<file path="config.mk">
export PLATFORM = sky130hd
export DESIGN_NAME = maxpool_wb_sched
export DESIGN_NICKNAME = d
export VERILOG_FILES = /design/src/rtl/maxpool_wb_sched.sv
export SDC_FILE = /design/constraint.sdc
export NUM_CORES = 1
export LEC_CHECK = 0
export CAP_MARGIN = 10
export CORE_MARGIN = 2
export CORE_UTILIZATION = 40
export CTS_CLUSTER_SIZE = 40
export DETAILED_ROUTE_END_ITERATION = 16
export PLACE_DENSITY_LB_ADDON = 0.12
export SLEW_MARGIN = 30
export SYNTH_ARGS = -nofsm -noshare
export SYNTH_HDL_FRONTEND = slang
export SYNTH_SLANG_ARGS = --single-unit
</file>
<file path="constraint.sdc">
create_clock -name clk -period 3.2 [get_ports clk]
set_clock_uncertainty 0.1 [all_clocks]
set_input_delay 0.96 -clock clk [delete_from_list [all_inputs] [get_ports clk]]
set_output_delay 0.96 -clock clk [all_outputs]
set_load 0.01 [all_outputs]
</file>
<file path="src/rtl/maxpool_wb_sched.sv">
// maxpool_wb_sched
// Write-back scheduler that sits between the maxpool stage and the DRAM write
// port. It takes 64-bit or 48-bit result groups, packs them densely into 64-bit
// words (oldest data in the LSBs) and issues each word to DRAM with a
// sequential address. At the end of a layer it flushes any zero-padded partial
// word and then pulses done.
//
// Ports:
//   clk, rst          clock; synchronous active-low reset
//   start             one-cycle layer start pulse (honoured only when idle)
//   base_addr         first DRAM word address, sampled on start
//   num_groups        groups in the layer, sampled on start (0 is legal)
//   in_valid/in_ready group handshake from maxpool
//   in_len48          1 = 48-bit group in in_data[47:0], 0 = 64-bit group
//   in_data           group payload
//   wr_valid/wr_ready DRAM write handshake
//   wr_addr, wr_data  registered DRAM request (held while stalled)
//   busy              scheduler is not idle
//   done              one-cycle end-of-layer pulse
module maxpool_wb_sched #(
  parameter int ADDR_W = 10,
  parameter int CNT_W  = 12
) (
  input  logic              clk,
  input  logic              rst,
  input  logic              start,
  input  logic [ADDR_W-1:0] base_addr,
  input  logic [CNT_W-1:0]  num_groups,
  input  logic              in_valid,
  input  logic              in_len48,
  input  logic [63:0]       in_data,
  output logic              in_ready,
  output logic              wr_valid,
  output logic [ADDR_W-1:0] wr_addr,
  output logic [63:0]       wr_data,
  input  logic              wr_ready,
  output logic              busy,
  output logic              done
);

  typedef enum logic [1:0] {IDLE, RUN, FLUSH, DONE} state_t;

  state_t              state, state_nxt;
  logic [127:0]        pk_buf_p0;
  logic [3:0]          fill_p0;
  logic [CNT_W-1:0]    grp_cnt, num_q, grp_nxt;
  logic [ADDR_W-1:0]   word_idx, base_q;

  logic                out_free, accept, drain, flush_part;
  logic [3:0]          fill_base, fill_nxt;
  logic [127:0]        buf_shift, buf_nxt;

  // Places a group at a 16-bit-unit offset inside the 128-bit packing
  // buffer. The unused top of a 48-bit group is forced to zero so that the
  // bits above the fill level stay zero; that is what lets insertion be a
  // plain OR and a flushed partial word come out zero-padded.
  function automatic logic [127:0] place_group(input logic [63:0] d,
                                               input logic        len48,
                                               input logic [3:0]  off_units);
    logic [127:0] ext;
    ext = {64'b0, (len48 ? {16'b0, d[47:0]} : d)};
    return ext << {off_units, 4'b0000};
  endfunction

  always_ff @(posedge clk) begin
    if (!rst) state <= IDLE;
    else      state <= state_nxt;
  end

  always_comb begin
    state_nxt  = state;
    out_free   = !wr_valid || wr_ready;
    in_ready   = (state == RUN) && (fill_p0 <= 4'd4);
    accept     = in_valid && in_ready;
    drain      = ((state == RUN) || (state == FLUSH)) && (fill_p0 >= 4'd4) && out_free;
    flush_part = (state == FLUSH) && (fill_p0 != 4'd0) && (fill_p0 < 4'd4) && out_free;
    grp_nxt    = grp_cnt + CNT_W'(1);

    // A drain and an accept in the same cycle: the new group lands right
    // above whatever survives the 64-bit shift.
    buf_shift  = drain ? (pk_buf_p0 >> 64) : pk_buf_p0;
    fill_base  = drain ? (fill_p0 - 4'd4) : fill_p0;
    buf_nxt    = buf_shift;
    fill_nxt   = fill_base;
    if (accept) begin
      buf_nxt  = buf_shift | place_group(in_data, in_len48, fill_base);
      fill_nxt = fill_base + (in_len48 ? 4'd3 : 4'd4);
    end

    case (state)
      IDLE:    if (start) state_nxt = (num_groups == '0) ? FLUSH : RUN;
      RUN:     if (accept && (grp_nxt == num_q)) state_nxt = FLUSH;
      FLUSH:   if ((fill_p0 == 4'd0) && out_free) state_nxt = DONE;
      DONE:    state_nxt = IDLE;
      default: state_nxt = IDLE;
    endcase
  end

  assign busy = (state != IDLE);
  assign done = (state == DONE);

  always_ff @(posedge clk) begin
    if (!rst) begin
      pk_buf_p0 <= '0;
      fill_p0   <= '0;
      grp_cnt   <= '0;
      num_q     <= '0;
      word_idx  <= '0;
      base_q    <= '0;
      wr_valid  <= 1'b0;
      wr_addr   <= '0;
      wr_data   <= '0;
    end else begin
      if ((state == IDLE) && start) begin
        base_q   <= base_addr;
        num_q    <= num_groups;
        grp_cnt  <= '0;
        word_idx <= '0;
      end
      if (accept) grp_cnt <= grp_nxt;

      // --- stage p0: packing buffer ---
      if (flush_part) begin
        pk_buf_p0 <= '0;
        fill_p0   <= '0;
      end else begin
        pk_buf_p0 <= buf_nxt;
        fill_p0   <= fill_nxt;
      end

      // --- stage p1: registered DRAM request ---
      if (drain || flush_part) begin
        wr_valid <= 1'b1;
        wr_addr  <= base_q + word_idx;
        wr_data  <= pk_buf_p0[63:0];
        word_idx <= word_idx + ADDR_W'(1);
      end else if (wr_ready) begin
        wr_valid <= 1'b0;
      end
    end
  end

endmodule

</file>
==> qor.csv <==
metric;value;unit
run status;completed;
hold slack;348;ps
final worst slack;253;ps
WS Path Type;flip-flop to primary output;
multi-input logic area;6020;µm²
FF/Latch Area;5070;µm²
Final Hold Fails;0;
met3 wire length;2.31;mm
Syn Nets;1642;
# clock sinks;253;
final setup TNS;0;ps
PwrDens;655;nW/µm²
PortBufs;169;
hold path startpoint;wr_data[47]$_SDFFE_PN0P_;
first-pass GRT wire length;58.3;mm
area share of the largest cell type after synthesis;0.436;
CTS Buf Count;29;
r2r worst-path depth;10;
largest stage delay on the critical path;550;ps
worst hold path endpoint;wr_data[47]$_SDFFE_PN0P_;
Max Fclk;0.339;GHz
DR iter-0 viols;1239;
CP Data Required Time;2140;ps
startpoint types;flip-flop;
worst slew pin tran;592;ps
Overall Power;9740;µW
Setup crit end kind;primary output;
diode count;0;
DR DRC count;0;
Post-Place Worst Slack;-14.7;ps
CTS-repair resized insts;0;
top post-synthesis cells by count;nand2_1 (449), dfxtp_1 (253), nor2_1 (155);
layout cells sized above 1;0.0764;
ranking of synthesized cells by area;dfxtp_1 (44%), nand2_1 (15%), a21oi_1 (5.3%);
top layer in use;met4;
DR vias/cell;5.49;
minimum clock period;2950;ps
Worst Hold Path Cells;2;
unique cell type count in the Yosys netlist;53;
Async SR Flop Fraction;0;
Critical-path top delay cell;clkdlybuf4s50_1;
later-pin clock latency in the skew report;560;ps
r2r setup slk;810;ps
Setup-failing EPs final;0;
HPWL Detailed;25.5;mm
initial core utilization;0.406;
register area share after synthesis;0.436;
Rel. slew slack;0.601;
Arr. time, crit path;1890;ps
reg2reg end;fill_p0[3]$_SDFF_PP0_;
Synth Area in Adders;0.0282;
count leader, synth;nand2_1;
mux cell area share after synthesis;0.0339;
number of synthesized flops with an enable pin;0;
via count;11300;
pin count of the biggest net entering global routing;129;
cell taking the most area after synthesis;dfxtp_1;
Final Max Tran Viols;0;
Synth Instances;1525;
Top cell by count, worst path;inv_1;
die area;30400;µm²
Synth Area in XOR/XNOR;0.0188;
GRT Overall Usage;0.236;
hold crit path type;flip-flop to flip-flop;
P_leak;0.00517;µW
Wirelength per Cell;18.0;µm
DRT Pass-1 Iters;8;
antenna violations before repair;0;
CTS Buffer Depth;3;
nets;1771;
vias in the first global route;10600;
RR Startpoint;state[1]$_SDFFE_PN0P_;
FF+latch count, synth;253;
die extent in x;174;µm
CTS tree;built;
clock slew seen by the registers of the worst setup and hold paths;60;ps
synthesized cell area;11600;µm²
worst-path maximum fanout;4;
dpl cells;2007;
fillers;2707;
FP Rows;62;
Synth Area in Compound Gates;0.195;
I/O pin count;170;
Post-CTS Setup Bufs;0;
Primary FF master, synth;dfxtp_1;
final WL;37.0;mm
GR Overflow Total;0;
syn_area_per_cell;7.62;µm²
largest family of logic cells by synthesized area;simple AND/OR/NAND/NOR gates;
crit-path cells;inv_1 -> ha_1 -> inv_1 -> clkdlybuf4s50_1;
Clock Root Buffer;clkbuf_16;
RSZ-0062 raised after global routing;no;
fin cells;2059;
Peak VDD IR;0.451;mV
H-tree Lvls;1;
crit path from;state[0]$_SDFFE_PN0P_;
period utilization;0.921;
wire length on met2;16.7;mm
Area Growth Syn to Fin;28.1;%
total of max-cap violations;0;
Placer Congestion;0.857;
Die Y;174;µm
Final ANT Viol Nets;0;
CORE AREA;28600;µm²
hold buffers post-CTS;0;
WL met1;17.0;mm
Yosys warning count;0;
simple-gate share of the synthesized area;0.241;
==> cell type report <==
cell class	count	share of cell area
multi-input combinational	1140	0.405
sequential	253	0.340
timing repair buffer	215	0.151
clock buffer	35	0.0530
tap	384	0.0323
clock inverter	17	0.0151
inverter	15	0.00387
==> worst max-delay path, delay by kind of cell (launching register included) <==
| family | cells | cell delay, ps |
|---|---|---|
| adder cells (fa/ha/maj) | 1 | 230 |
| flip-flops | 1 | 390 |
| buffers and inverters | 3 | 740 |
==> per-stage QoR <==
step	area (µm²)	utilization
6_report	14900	0.520
5_1_grt	14900	0.520
4_1_cts	14900	0.520
3_5_place_dp	13900	0.484
3_3_place_gp	13900	0.484
2_1_floorplan	11600	-
==> how the worst max path moves through the flow <==
stage | end
final | busy
after global routing | busy
after CTS | in_ready
after detailed placement | state[0]$_SDFFE_PN0P_
after global placement | state[0]$_SDFFE_PN0P_
after floorplan | pk_buf_p0[85]$_SDFF_PP0_
==> cell usage in the layout (no fill, tap or decap), types with 3 or more instances in the layout <==
cell | synthesis | routed
a222oi_1 | 32 | 32
nand3b_1 | 4 | 4
clkbuf_16 | 0 | 29
mux2_2 | 19 | 19
nand4b_1 | 3 | 3
o21ai_0 | 55 | 55
nor3_1 | 8 | 8
clkinv_2 | 0 | 9
xor2_1 | 5 | 5
buf_4 | 0 | 30
mux2i_1 | 18 | 18
dfxtp_1 | 253 | 252
o22ai_1 | 14 | 14
o21ai_1 | 4 | 4
a31oi_1 | 79 | 79
and3_1 | 11 | 11
nand4_1 | 5 | 5
nand2_1 | 449 | 447
xnor2_1 | 20 | 20
ha_1 | 23 | 23
o21a_1 | 3 | 3
inv_1 | 12 | 12
clkdlybuf4s50_1 | 0 | 168
buf_12 | 0 | 16
a22o_1 | 12 | 12
a21oi_1 | 122 | 122
nor2_1 | 155 | 155
nor2b_1 | 11 | 11
a211oi_1 | 6 | 6
a22oi_1 | 21 | 21
clkbuf_8 | 0 | 4
nand3_1 | 18 | 18
or3_1 | 4 | 4
bufinv_16 | 0 | 5
and2_1 | 6 | 5
nor4_1 | 3 | 3
==> sequential cells by signal, summed over array words and instances (netlist names) <==
name,cells
wr_addr,10
grp_cnt,12
wr_valid,1
fill_p0,4
pk_buf_p0,128
wr_data,64
base_q,10
num_q,12
word_idx,10
state,2
==> routing by layer <==
| layer | global-route usage | up-vias |
|---|---|---|
| met5 | 0 | - |
| met4 | 0.0728 | 0 |
| met3 | 0.0315 | 72 |
| met2 | 0.379 | 405 |
| met1 | 0.331 | 5312 |
| li1 | - | 5512 |
==> logic make-up (layout without fill, tap and decap cells) <==
group	Yosys count	in the layout
AOI/OAI and AO/OA	364	364
buffers and inverters	132	282
muxes	37	37
DFF	253	253
and+or+nand+nor	689	689
adders and majority gates	25	25
xor gates and xnor gates	25	25
==> where the power goes <==
group	total, µW	internal [µW]	switching (µW)
Combinational	2610	964	1640
Clock	3520	2150	1370
Sequential	3620	3430	188
(Power assumes the default switching activity.)
